`config.mk`:
```
export PLATFORM = sky130hd
export DESIGN_NAME = inst_fetch_queue
export DESIGN_NICKNAME = d
export VERILOG_FILES = /design/src/rtl/gemini_ifu_pkg.sv /design/src/rtl/ifq_storage.sv /design/src/rtl/inst_fetch_queue.sv
export SDC_FILE = /design/constraint.sdc
export NUM_CORES = 1
export LEC_CHECK = 0
export CORE_ASPECT_RATIO = 1.2
export CORE_UTILIZATION = 60
export DETAILED_ROUTE_END_ITERATION = 7
export PLACE_DENSITY_LB_ADDON = 0.15
export SLEW_MARGIN = 5
export SYNTH_ARGS = -nofsm -noshare
export SYNTH_HDL_FRONTEND = slang
export SYNTH_SLANG_ARGS = --single-unit
```
`constraint.sdc`:
```
create_clock -name clk -period 6.4 [get_ports clk]
set_input_delay 0.96 -clock clk [delete_from_list [all_inputs] [get_ports clk]]
set_output_delay 0.96 -clock clk [all_outputs]
set_load 0.005 [all_outputs]
```
`src/rtl/gemini_ifu_pkg.sv`:
```
// gemini_ifu_pkg: shared fetch-unit sizing, entry layout and reset PC
package gemini_ifu_pkg;
  localparam int IFQ_DEPTH = 4;
  localparam int PTR_W = $clog2(IFQ_DEPTH);
  localparam int CNT_W = PTR_W + 1;
  localparam int PC_W = 32;
  localparam int INST_W = 32;
  localparam int FILLED_W = 1;
  localparam logic [PC_W-1:0] RESET_PC = 32'hbfc0_0000;
  typedef struct packed {
    logic [PC_W-1:0] pc;
    logic [INST_W-1:0] inst;
    logic [FILLED_W-1:0] filled;
  } ifq_entry_t;
endpackage

```
`src/rtl/ifq_storage.sv`:
```
// ifq_storage: fetch-queue entry array; pc written on accept, inst on fill,
// async read of the head entry.
module ifq_storage
  import gemini_ifu_pkg::*;
#(
  parameter int DEPTH = IFQ_DEPTH,
  parameter int PW = $clog2(DEPTH)
) (
  input  logic              clk,
  input  logic              rst_n,
  input  logic              clr_i,
  input  logic              wr_en_i,
  input  logic [PW-1:0]     wptr_i,
  input  logic [PC_W-1:0]   wpc_i,
  input  logic              fill_i,
  input  logic [PW-1:0]     fptr_i,
  input  logic [INST_W-1:0] finst_i,
  input  logic              pop_i,
  input  logic [PW-1:0]     rptr_i,
  output logic [PC_W-1:0]   rd_pc_o,
  output logic [INST_W-1:0] rd_inst_o,
  output logic              rd_filled_o
);
  ifq_entry_t ent_q [DEPTH];
  always_ff @(posedge clk or negedge rst_n)
    if (!rst_n) begin
      for (int i = 0; i < DEPTH; i++) ent_q[i] <= '0;
    end else begin
      for (int i = 0; i < DEPTH; i++) begin
        if (wr_en_i && wptr_i == PW'(i)) ent_q[i].pc <= wpc_i;
        if (fill_i && fptr_i == PW'(i)) ent_q[i].inst <= finst_i;
        ent_q[i].filled <= clr_i ? 1'b0 :
                           (fill_i && fptr_i == PW'(i)) ? 1'b1 :
                           (pop_i && rptr_i == PW'(i)) ? 1'b0 : ent_q[i].filled;
      end
    end
  assign rd_pc_o = ent_q[rptr_i].pc;
  assign rd_inst_o = ent_q[rptr_i].inst;
  assign rd_filled_o = ent_q[rptr_i].filled[0];
endmodule

```
`src/rtl/inst_fetch_queue.sv`:
```
// inst_fetch_queue: issues PC fetches on the instruction bus, tracks in-flight
// requests, and hands returned words to decode in order.
module inst_fetch_queue
  import gemini_ifu_pkg::*;
#(
  parameter int DEPTH = IFQ_DEPTH
) (
  input  logic              clk,
  input  logic              rst_n,
  input  logic [PC_W-1:0]   pc_i,
  input  logic              flush_i,
  output logic              pc_stall_o,
  output logic              inst_req_o,
  output logic [PC_W-1:0]   inst_addr_o,
  input  logic              inst_addr_ok_i,
  input  logic              inst_data_ok_i,
  input  logic [INST_W-1:0] inst_rdata_i,
  output logic              out_valid_o,
  output logic [PC_W-1:0]   out_pc_o,
  output logic [INST_W-1:0] out_inst_o,
  input  logic              out_ready_i
);
  localparam int PW = $clog2(DEPTH);
  localparam int CW = PW + 1;
  logic [PW-1:0] wptr_q, wptr_d, fptr_q, fptr_d, rptr_q, rptr_d;
  logic [CW-1:0] cnt_q, cnt_d, pend_q, pend_d, drop_q, drop_d;
  logic accept, fill, pop;
  assign inst_req_o = rst_n & ~flush_i & (cnt_q != CW'(DEPTH));
  assign inst_addr_o = pc_i;
  assign accept = inst_req_o & inst_addr_ok_i;
  assign pc_stall_o = ~accept;
  assign fill = inst_data_ok_i & (drop_q == '0) & ~flush_i;
  assign pop = out_valid_o & out_ready_i & ~flush_i;
  // pend_q counts allocated-but-unfilled entries; on flush they become words to drop
  always_comb begin
    wptr_d = flush_i ? '0 : wptr_q + PW'(accept);
    fptr_d = flush_i ? '0 : fptr_q + PW'(fill);
    rptr_d = flush_i ? '0 : rptr_q + PW'(pop);
    cnt_d = flush_i ? '0 : cnt_q + CW'(accept) - CW'(pop);
    pend_d = flush_i ? '0 : pend_q + CW'(accept) - CW'(fill);
    drop_d = flush_i ? drop_q + pend_q - CW'(inst_data_ok_i) :
                       drop_q - CW'(inst_data_ok_i && drop_q != '0);
  end
  always_ff @(posedge clk or negedge rst_n)
    if (!rst_n) begin
      wptr_q <= '0;
      fptr_q <= '0;
      rptr_q <= '0;
      cnt_q <= '0;
      pend_q <= '0;
      drop_q <= '0;
    end else begin
      wptr_q <= wptr_d;
      fptr_q <= fptr_d;
      rptr_q <= rptr_d;
      cnt_q <= cnt_d;
      pend_q <= pend_d;
      drop_q <= drop_d;
    end
  ifq_storage #(.DEPTH(DEPTH), .PW(PW)) u_storage (
    .clk         (clk),
    .rst_n       (rst_n),
    .clr_i       (flush_i),
    .wr_en_i     (accept),
    .wptr_i      (wptr_q),
    .wpc_i       (pc_i),
    .fill_i      (fill),
    .fptr_i      (fptr_q),
    .finst_i     (inst_rdata_i),
    .pop_i       (pop),
    .rptr_i      (rptr_q),
    .rd_pc_o     (out_pc_o),
    .rd_inst_o   (out_inst_o),
    .rd_filled_o (out_valid_o)
  );
endmodule

```
# --- Word-level counts from Yosys, hierarchy flattened ---
# Index checks and enable logic that the tools add are counted.
op_classes:
  muxes: 21
  n_reduce_logical: 22
  eq_ne: 10
  add_sub_neg: 10
  bitwise_logic: 10
  order_cmp: 1
ops:
  columns: ["operator", "n"]
  rows:
  - ["$bmux W65 S2", 1]
  - ["$mux W65", 2]
  - ["$reduce_bool A3 Y1", 5]
  - ["$logic_and A1 B1 Y1", 13]
  - ["$eq A2 B2 Y1 const B", 6]
  - ["$mux W1", 12]
  - ["$sub A3 B1 Y3", 4]
  - ["$mux W3", 3]
  - ["$and A1 B1 Y1", 7]
  - ["$add A2 B1 Y2", 3]
  - ["$add A3 B1 Y3", 2]
  - ["$eq A2 B1 Y1 const B", 3]
  - ["$logic_not A2 Y1", 3]
  - ["$mux W2", 3]
  - ["$add A3 B3 Y3", 1]
  - ["$ge A3 B3 Y1 const B", 1]
  - ["$logic_not A3 Y1", 1]
  - ["$ne A3 B3 Y1 const B", 1]
  - ["$not A2 Y3", 1]
  - ["$not A1 Y1", 2]
word_totals:
  inputBits: 70
  wordCells: 92
  output_inout_bits: 99
  register_bits: 275

# --- Depth between registers and ports, before layout ---
# Gate-level depths: netlist (run 1).
logic_depth:
  depth_word: 10
  ltp_mapped: 11
  depth_no_buf: 10

# --- Modules after synthesis ---
# From an unflattened synthesis (run 1), not the netlist that was laid out.
hier_totals:
  cells_unflattened: 757
  area_unflattened_um2: 12373.1
by_module_without_submodules:
  columns: ["mod", "instances", "seq_area_each_um2", "cells_per_inst", "area_per_inst_um2"]
  rows:
  - ["ifq_storage", 1, 6506.2, 642, 11227.0]
  - ["inst_fetch_queue", 1, 375.4, 115, 1146.1]

# --- Worst setup path after synthesis (run 1) ---
# OpenSTA, ideal clock, no wires.
synth_timing:
  path_kind: "input -> register"
  from: "in flush_i"
  to: "reg cnt_q[2]"
  required_time_ps: 6268
  arrival_time_ps: 2756
  stages: 11
  setup_slack_ps: 3512
  path_buffers: 1
  path_cell_list: "buf_2 nand3b_1 nor2_1 inv_1 ha_1 inv_1 ha_1 inv_1 fa_1 xnor2_1 nor2_1"
synth_between:
  elab_chain_cells: 7
  word_cells_on_any_way: 8
synth_rtl:
  columns: ["element", "line_no", "text"]
  rows:
  - ["from (decl)", "inst_fetch_queue.sv:11", "input logic flush_i,"]
  - ["$not A1 Y1", "inst_fetch_queue.sv:28, inst_fetch_queue.sv:33", null]
  - ["$and A1 B1 Y1 (2 in a row)", "inst_fetch_queue.sv:28", "assign inst_req_o = rst_n & ~flush_i & (cnt_q != CW'(DEPTH));"]
  - ["$and A1 B1 Y1", "inst_fetch_queue.sv:30", "assign accept = inst_req_o & inst_addr_ok_i;"]
  - ["$add A3 B1 Y3", "inst_fetch_queue.sv:39", "cnt_d = flush_i ? '0 : cnt_q + CW'(accept) - CW'(pop);"]
  - ["$sub A3 B1 Y3", "inst_fetch_queue.sv:39", null]
  - ["$mux W3 (*)", "inst_fetch_queue.sv:39", null]
  - ["named net cnt_d[2]", "inst_fetch_queue.sv:26", "logic [CW-1:0] cnt_q, cnt_d, pend_q, pend_d, drop_q, drop_d;"]
  - ["to (signal assigned)", "inst_fetch_queue.sv:56", "cnt_q <= cnt_d;"]
  - ["to (decl)", "inst_fetch_queue.sv:26", null]
# Mark *: on every way through the listed nets, which the timed path passes. The rest lies on a longest branch.
# A chain may end at the register's enable or synchronous reset.

# --- Worst setup path after layout (run 1) ---
layout_timing:
  from: "in flush_i"
  to: "out pc_stall_o"
layout_between:
  elab_chain_cells: 5
layout_rtl:
  columns: ["element", "line_no", "text"]
  rows:
  - ["$not A1 Y1", "inst_fetch_queue.sv:28", null]
  - ["$and A1 B1 Y1 (2 in a row)", "inst_fetch_queue.sv:28", null]
  - ["$and A1 B1 Y1", "inst_fetch_queue.sv:30", null]
  - ["$not A1 Y1", "inst_fetch_queue.sv:31", "assign pc_stall_o = ~accept;"]
  - ["to (decl)", "inst_fetch_queue.sv:12", "output logic pc_stall_o,"]
# Every way passes these cells.

==> results.ini, run 1 <==
[run_status]
status=complete, no violations

[logic_synthesis]
synth_cell_type_count=38
synth.most_common_cell=dfrtp_1
synth_cells=758
ys_warn_count=0
synth_edf_count=0
async_reset_ff_share_pct=100
yosysSeqAreaShare_pct=54.7
ys.flop_type=dfrtp_1
synth_common_cells=dfrtp_1, mux2_2, mux4_2
ys_ff_latch=275
yosysTopAreaCellShare_pct=54.7
syn_nets=841
avgSynthCellArea_sq_um=16.6
synthTopCellsByArea=dfrtp_1, mux2_2, mux4_2, mux2_4, buf_4
netlist_area_sq_um=12600
synth_top_area_cell=dfrtp_1

[finish]
fin_area_sq_um=15200
nets=971
layout-drive-gt1-share_pct=42.6
num_antenna_cells=0
area_growth_syn_to_layout_pct=20.4
fillers=1262

[timing]
rsz0062_at_grt=false
fin_skew_ns=0.00933
final-hold-violation-count=0
tightest_slew_ns=1.13
finalCriticalPeriod_ns=4.25
fmaxAchievable_ghz=0.236
finalCritPeriodShare_pct=66.3
relSlewSlack_pct=25.0
setup_viol=0
slew_violations=0
tns_ns=0

[cts]
cts_buffer_depth=3
ctsResizeCount=0
htreeDepth=1
postCtsHoldBufs=0
cts_setup_buffers=0
clkSinkCount=275
root_buffer=clkbuf_16
clk_transition_reported_paths_ns=0.06
tritoncts=yes
cts_buffers=28
clock_latency_ns=0.53

[place]
place_area_sq_um=14200
dp_hpwl_um=16100
port_buffers=168
place_congestion=0.758

[floorplan]
initial_core_util_pct=61.7
row_count=57
core_area_sq_um=20400
die_w_um=134
die_y_um=161
fp.dieArea_sq_um=21600
ios=169

[setup_path]
critPathLaunch=flush_i
critPathCapture=pc_stall_o
r2r_slack_ns=3.10
crit_path_start_kind=primary input
r2r_start=rptr_q[0]
critPathMaxFanout=19
crit_type=in -> out
reg2reg_depth=9
end_kind=primary output
worst-endpoint-arrival_ns=3.29
required_ns=5.44
r2r_end=cnt_q[2]

[route]
drtAntennaViolNets=0
wire_per_inst_um=22.2
via_count=6989
via_per_inst=5.95
firstDrtPassIters=4
drt_iter0_drc=289
wl_um=26100
drc=0

[grt]
grt_overflow=0
grt_pass1_vias=7867
grt_pass1_wl_um=42700
use_met1_pct=32.8
use_met3_pct=4.07
met2_usage_pct=44.6
grt_max_degree=196
grtUsageTotal_pct=25.4
antenna_found_initial=0
top_usage_layer=met2

[power_and_ir_drop]
powerDensity_nw_per_um2=329
leakagePower_nw=6.98
ir_drop_v=0.000266

[flow_run]
drv_cap=0

[worst_hold_path]
hp-class=in -> async

==> cell type report <==
cell class | count | area (sq um) | area share (%)
sequential | 275 | 6890 | 45.5
multi-input combinational | 392 | 5200 | 34.3
timing repair buffer | 178 | 1770 | 11.7
clock buffer | 45 | 876 | 5.78
tap | 265 | 332 | 2.19
inverter | 13 | 48.8 | 0.322
clock inverter | 6 | 36.3 | 0.239
==> state kept, by name, indices dropped and copies added (netlist names) <==
signal	count
rptr_q	2
fptr_q	2
cnt_q	3
drop_q	3
wptr_q	2
u_storage.ent_q	260
pend_q	3
==> how the worst min path moves through the flow <==
stage	start	endpoint	slack, ns	depth (start not counted)
floorplan	u_storage.ent_q[232]	u_storage.ent_q[232]	0.46	1
global placement	u_storage.ent_q[232]	u_storage.ent_q[232]	0.47	1
detailed placement	u_storage.ent_q[232]	u_storage.ent_q[232]	0.48	1
CTS	rst_n	u_storage.ent_q[83]	0.43	1
global route	rst_n	u_storage.ent_q[217]	0.45	1
finish	rst_n	u_storage.ent_q[217]	0.41	1
==> per-stage QoR <==
stage                     hold WS (ns)  power, W  cells  setup WS (ns)  util [%]
after floorplan                  0.459   0.00283    758           3.51         -
after global placement           0.473   0.00334   1123           2.32      69.8
after detailed placement         0.480   0.00343   1123           2.19      69.8
after CTS                        0.430   0.00503   1174           2.04      74.3
after global routing             0.455   0.00521   1174           1.94      74.3
final                            0.410   0.00498   1174           2.15      74.3
==> where the power goes <==
group	internal, W	switching (W)
Clock	0.000933	0.000649
Sequential	0.00203	0.000175
Combinational	0.000816	0.000372
Total	0.00378	0.00120
==> cells in the final DEF, fill, tap and decap left out, types with 3 or more instances in the layout <==
master / synthesis / final
buf_4: 33 / 9
clkbuf_1: 11 / 7
clkbuf_16: 0 / 29
clkbuf_8: 0 / 9
clkdlybuf4s50_1: 0 / 167
clkinv_2: 0 / 4
dfrtp_1: 275 / 273
fa_1: 3 / 3
ha_1: 10 / 10
inv_1: 13 / 13
mux2_2: 197 / 197
mux2_4: 58 / 58
mux4_2: 65 / 65
nand2_1: 8 / 8
nor2_1: 11 / 11
nor2b_1: 4 / 4
xnor2_1: 7 / 7
==> cell families after synthesis <==
group,Yosys count,share of synthesized area [%]
compound gates,7,0.418
xor+xnor,10,0.815
fa+ha+maj,13,1.47
buf+inv,91,4.30
flops,275,54.7
simple gates,40,1.99
mux,322,36.3
==> critical path: stages <==
cell,delay (ns)
clkdlybuf4s50_1,0.82
nand3b_1,0.53
nor2_1,0.37
inv_1,0.12
clkdlybuf4s50_1,0.48
==> routing by layer <==
layer | wire, um | vias up
met3 | 1120 | 48
met1 | 10800 | 3766
met5 | 0 | -
met4 | 532 | 0
li1 | - | 3004
met2 | 13700 | 171
No activity file was read; power rests on OpenSTA's default activity.
==> run 2: changes to the inputs <==
--- a/config.mk
+++ b/config.mk
@@ -6,7 +6,7 @@
 export NUM_CORES = 1
 export LEC_CHECK = 0
 export CORE_ASPECT_RATIO = 1.2
-export CORE_UTILIZATION = 60
+export CORE_UTILIZATION = 55
 export DETAILED_ROUTE_END_ITERATION = 7
 export PLACE_DENSITY_LB_ADDON = 0.15
 export SLEW_MARGIN = 5
==> constraint.sdc (replaced) <==
create_clock -name clk -period 4 [get_ports clk]
set_input_delay 0.6 -clock clk [delete_from_list [all_inputs] [get_ports clk]]
set_output_delay 0.6 -clock clk [all_outputs]
set_load 0.005 [all_outputs]
==> results.ini, run 2 (same netlist as run 1, synthesis figures left out) <==
[grt]
grt_max_degree=171  ; was 196
grtUsageTotal_pct=23.0  ; was 25.4%
grt_overflow=0  ; unchanged
grt_pass1_vias=7948  ; was 7,867
grt_pass1_wl_um=42400  ; was 42,700 um
antenna_found_initial=0  ; unchanged

[cts]
clkSinkCount=275  ; unchanged
htreeDepth=1  ; unchanged
cts_setup_buffers=0  ; unchanged
cts_buffers=28  ; unchanged
clock_latency_ns=0.54  ; was 0.53 ns
cts_buffer_depth=3  ; unchanged
tritoncts=yes  ; unchanged
root_buffer=clkbuf_16  ; unchanged
clk_transition_reported_paths_ns=0.06  ; about the same

[route]
drt_iter0_drc=262  ; was 289
wire_per_inst_um=21.3  ; was 22.2 um
drc=0  ; unchanged
via_per_inst=5.74  ; was 5.95
wl_um=25500  ; was 26,100 um
via_count=6859  ; was 6,989
firstDrtPassIters=4  ; unchanged
drtAntennaViolNets=0  ; unchanged

[setup_path]
cp.buffers_inverters=2  ; was 3
worst-endpoint-arrival_ns=2.98  ; was 3.29 ns
critPathMaxFanout=32  ; was 19
required_ns=3.40  ; was 5.44 ns
crit_family=buffers and inverters  ; unchanged
slowest_stage=dfrtp_4  ; was clkdlybuf4s50_1
crit_path_start_kind=register  ; was primary input
end_kind=primary output  ; unchanged
crit_path_cell_trace=buf_4 > mux4_2 > clkdlybuf4s50_1  ; was clkdlybuf4s50_1 > nand3b_1 > nor2_1 > inv_1 > clkdlybuf4s50_1
slowest_delay_ns=0.87  ; was 0.82 ns
crit_type=reg -> out  ; was in -> out

[place]
place_congestion=0.753  ; was 0.758
dp_hpwl_um=16100  ; about the same
port_buffers=168  ; unchanged

[timing]
rsz0062_at_grt=false  ; unchanged
fmaxAchievable_ghz=0.280
fin_skew_ns=0.0106  ; was 0.00933 ns
finalCritPeriodShare_pct=89.4
final-hold-violation-count=0  ; unchanged
relSlewSlack_pct=35.2  ; was 25.0%
tns_ns=0  ; unchanged
slew_violations=0  ; unchanged
whs_ns=0.498  ; was 0.410 ns
setup_viol=0  ; unchanged
finalCriticalPeriod_ns=3.58
tightest_slew_ns=0.971  ; was 1.13 ns

[power_and_ir_drop]
ir_drop_v=0.000335  ; was 0.000266 V
leakagePower_nw=7.06  ; was 6.98 nW
powerDensity_nw_per_um2=528  ; was 329 nW/um^2

[finish]
num_antenna_cells=0  ; unchanged
final_common_cell=dfrtp_1  ; unchanged
largest_reg_flops=260  ; unchanged
regMostFlops=u_storage.ent_q  ; unchanged
area_growth_syn_to_layout_pct=21.5  ; was 20.4%
finish.utilization_pct=68.1  ; was 74.3%
nets=980  ; was 971
layout-drive-gt1-share_pct=43.4  ; was 42.6%
final_cell_mix=dfrtp_1, mux2_2, clkdlybuf4s50_1  ; unchanged

[floorplan]
die_w_um=140  ; was 134 um
row_count=60  ; was 57
initial_core_util_pct=56.1  ; was 61.7%
die_y_um=168  ; was 161 um
core_area_sq_um=22400  ; was 20,400 sq um
fp.dieArea_sq_um=23500  ; was 21,600 sq um
ios=169  ; unchanged

[run_status]
status=complete, no violations  ; unchanged

[worst_hold_path]
hp-class=reg -> reg  ; was in -> async

[flow_run]
drv_cap=0  ; unchanged

run 2: changes by cell type in the layout (fill, tap and decap cells not counted), sizes merged:
cell | previous run | this run
clkinv | 4 | 5
buf | 11 | 19
clkbuf | 45 | 41
inv | 14 | 13
dlygate4sd3 | 0 | 1
bufinv | 0 | 2
run 2: report_power, final:
part	switching, W	internal [W]	total [W]
combinational	0.000576	0.00131	0.00188
clock	0.00104	0.00162	0.00267
sequential	0.000269	0.00325	0.00352
total	0.00189	0.00618	0.00807
run 2: layout make-up:
class | count | area (sq um)
Multi-Input combinational cell | 392 | 5200
Timing Repair Buffer | 187 | 1840
Sequential cell | 275 | 6890
Fill cell | 1531 | 7160
Clock buffer | 41 | 871
Clock inverter | 8 | 92.6
Tap cell | 279 | 349
Inverter | 13 | 48.8
run 2: worst reg2reg max path, stage by stage (launching register included):
cell     delay, ns
dfrtp_4       0.87
mux4_2        0.64
and3_1        0.24
ha_1          0.27
inv_1         0.06
ha_1          0.13
inv_1         0.05
fa_1          0.38
xnor2_1       0.16
nor2_1        0.05
run 2: timing repair:
action	CTS	global route
hold buffers	1	0
gates resized for setup	0	0
endpoints found under the hold margin	30	0
endpoints found under the setup margin	0	0
run 2: path summary, 6_finish.rpt:
kind	startpoint	end	slack, ns	depth (start not counted)
setup / recovery	rptr_q[0]	out_inst_o[1]	0.42	3
hold / removal	u_storage.ent_q[121]	u_storage.ent_q[121]	0.50	1
setup reg to reg	rptr_q[0]	cnt_q[2]	1.04	9
hold reg to reg	u_storage.ent_q[121]	u_storage.ent_q[121]	0.50	1
max in group asynchronous	rst_n	rptr_q[1]	1.34	4
min in group asynchronous	rst_n	pend_q[1]	0.63	2
run 2: layer usage:
metal,up-vias,wire (um),track usage (%)
met5,-,0,0
met4,0,350,5.16
met3,31,1080,4.00
met2,138,13500,40.9
met1,3655,10500,29.5
li1,3035,-,-
run 2: through the flow:
| stage | instances | power, W | worst slack [ns] | instance area, sq um |
|---|---|---|---|---|
| 4_1_cts | 1195 | 0.00818 | 0.330 | 15300 |
| 5_1_grt | 1195 | 0.00846 | 0.231 | 15300 |
| 6_report | 1195 | 0.00807 | 0.424 | 15300 |
| 2_1_floorplan | 758 | 0.00453 | 1.47 | 12600 |
| 3_3_place_gp | 1145 | 0.00536 | 0.918 | 14300 |
| 3_5_place_dp | 1145 | 0.00546 | 0.899 | 14300 |
==> run 3: changes to the inputs <==
--- a/config.mk
+++ b/config.mk
@@ -6,9 +6,10 @@
 export NUM_CORES = 1
 export LEC_CHECK = 0
 export CORE_ASPECT_RATIO = 1.2
-export CORE_UTILIZATION = 55
+export CORE_UTILIZATION = 50
 export DETAILED_ROUTE_END_ITERATION = 7
 export PLACE_DENSITY_LB_ADDON = 0.15
+export SETUP_SLACK_MARGIN = 0.02
 export SLEW_MARGIN = 5
 export SYNTH_ARGS = -nofsm -noshare
 export SYNTH_HDL_FRONTEND = slang
==> results.ini, run 3 (same netlist as run 1, synthesis figures left out) <==
[timing]
setup_viol=0  ; unchanged
slew_violations=0  ; unchanged
tightest_slew_ns=0.872  ; was 0.971 ns
rsz0062_at_grt=false  ; unchanged
finalCriticalPeriod_ns=3.49  ; was 3.58 ns
tns_ns=0  ; unchanged
finalCritPeriodShare_pct=87.3  ; was 89.4%
fin_skew_ns=0.00664  ; was 0.0106 ns
fmaxAchievable_ghz=0.286  ; was 0.280 GHz
relSlewSlack_pct=41.9  ; was 35.2%
final-hold-violation-count=0  ; unchanged

[grt]
grt_max_degree=160  ; was 171
antenna_found_initial=2  ; was 0
grt_pass1_vias=7888  ; was 7,948
grt_pass1_wl_um=42700  ; was 42,400 um
grt_overflow=0  ; unchanged
grtUsageTotal_pct=21.1  ; was 23.0%

[power_and_ir_drop]
p_clk_share_pct=35.3  ; was 33.0%
pwr-share-comb_pct=22.5  ; was 23.3%
intPower_w=0.00644  ; was 0.00618 W
p_switching_w=0.00192  ; was 0.00189 W
pwr-share-seq_pct=42.2  ; was 43.6%
leakagePower_nw=7.13  ; was 7.06 nW
powerDensity_nw_per_um2=539  ; was 528 nW/um^2
switching_share_pct=22.9  ; was 23.4%
ir_drop_v=0.000333  ; was 0.000335 V

[worst_hold_path]
hp-class=in -> async  ; was reg -> reg

[finish]
largest_reg_flops=260  ; unchanged
fillers=1839  ; was 1,531
seq_area_sq_um=6890  ; unchanged
finish.utilization_pct=62.6  ; was 68.1%
regMostFlops=u_storage.ent_q  ; unchanged
layout-drive-gt1-share_pct=43.6  ; was 43.4%
final_common_cell=dfrtp_1  ; unchanged
nets=982  ; was 980
fin_area_sq_um=15500  ; was 15,300 sq um
area_growth_syn_to_layout_pct=23.2  ; was 21.5%
multi_input_area_sq_um=5200  ; unchanged
final_cell_mix=dfrtp_1, mux2_2, clkdlybuf4s50_1  ; unchanged

[flow_run]
drv_cap=0  ; unchanged

[setup_path]
required_ns=3.40  ; about the same
crit_path_cell_trace=buf_4 > mux4_2 > clkdlybuf4s50_1  ; unchanged
r2r_slack_ns=1.04  ; about the same
worst-endpoint-arrival_ns=2.89  ; was 2.98 ns
crit_type=reg -> out  ; unchanged
slowest_stage=dfrtp_4  ; unchanged
slowest_delay_ns=0.89  ; was 0.87 ns
crit_path_start_kind=register  ; unchanged
crit_family=flip-flops  ; was buffers and inverters
cp.buffers_inverters=2  ; unchanged
critPathMaxFanout=34  ; was 32
end_kind=primary output  ; unchanged

[floorplan]
row_count=63  ; was 60
initial_core_util_pct=50.9  ; was 56.1%
die_w_um=147  ; was 140 um
die_y_um=176  ; was 168 um
ios=169  ; unchanged
fp.dieArea_sq_um=25800  ; was 23,500 sq um
core_area_sq_um=24800  ; was 22,400 sq um

[route]
firstDrtPassIters=4  ; unchanged
drtAntennaViolNets=0  ; unchanged
wl_um=26100  ; was 25,500 um
via_per_inst=5.55  ; was 5.74
wire_per_inst_um=21.0  ; was 21.3 um
highest_layer=met5  ; was met4
drt-met1-wl_um=10700  ; was 10,500 um
met3_length_um=1210  ; was 1080 um
dr_wl_met2_um=13700  ; was 13,500 um
drt_iter0_drc=172  ; was 262
drc=0  ; unchanged
via_count=6909  ; was 6,859

[cts]
ctsResizeCount=0  ; unchanged
clk_transition_reported_paths_ns=0.06  ; about the same
postCtsHoldBufs=0  ; was 1
htreeDepth=1  ; unchanged
cts_setup_buffers=0  ; unchanged
clock_latency_ns=0.53  ; was 0.54 ns
clkSinkCount=275  ; unchanged
cts_buffer_depth=3  ; unchanged
root_buffer=clkbuf_16  ; unchanged
tritoncts=yes  ; unchanged
cts_buffers=29  ; was 28

[place]
place_congestion=0.744  ; was 0.753
place_area_sq_um=14400  ; was 14,300 sq um
port_buffers=168  ; unchanged
dp_hpwl_um=17000  ; was 16,100 um

[run_status]
status=complete, no violations  ; unchanged

[run 3: cell types whose count changed in the layout (fill, tap and decap cells not counted), sizes merged]
cell         change
bufinv           +5
buf              +2
diode            +1
dlygate4sd3      -1
clkbuf           -3
[run 3: metrics by stage]
| stage | hold slack, ns | setup WS (ns) | std cells | total power, W |
|---|---|---|---|---|
| 2_1_floorplan | 0.304 | 1.47 | 758 | 0.00453 |
| 3_3_place_gp | 0.470 | 0.849 | 1193 | 0.00538 |
| 4_1_cts | 0.317 | 0.412 | 1244 | 0.00848 |
| 3_5_place_dp | 0.489 | 0.785 | 1193 | 0.00548 |
| 5_1_grt | 0.310 | 0.316 | 1245 | 0.00876 |
| 6_report | 0.247 | 0.507 | 1245 | 0.00836 |
[run 3: power by group through the flow]
stage          Combinational [W]  Clock, W  Sequential, W
2_1_floorplan            0.00107         0        0.00346
3_3_place_gp             0.00185         0        0.00353
3_5_place_dp             0.00191         0        0.00357
4_1_cts                  0.00192   0.00303        0.00353
5_1_grt                  0.00204   0.00314        0.00358
6_report                 0.00188   0.00295        0.00353
[run 3: layer usage]
layer | GRT usage (%) | up-vias
met1 | 26.6 | 3687
met5 | 0 | -
met2 | 38.2 | 161
met4 | 4.95 | 2
li1 | - | 3026
met3 | 3.35 | 33
[run 3: worst paths after layout]
kind,from,endpoint,depth (start not counted)
hold reg to reg,u_storage.ent_q[76],u_storage.ent_q[76],1
min in group clk,u_storage.ent_q[76],u_storage.ent_q[76],1
hold / removal,rst_n,u_storage.ent_q[65],2
max in group asynchronous,rst_n,u_storage.ent_q[210],3
setup / recovery,rptr_q[0],out_pc_o[6],3
setup reg to reg,rptr_q[0],cnt_q[2],9
[run 3: area by class of cell]
class | instances | area share, %
timing repair buffer | 188 | 12.2
multi-input combinational | 392 | 33.5
antenna | 1 | 0.0161
tap | 325 | 2.62
clock buffer | 38 | 5.29
clock inverter | 13 | 1.57
sequential | 275 | 44.4
inverter | 13 | 0.315
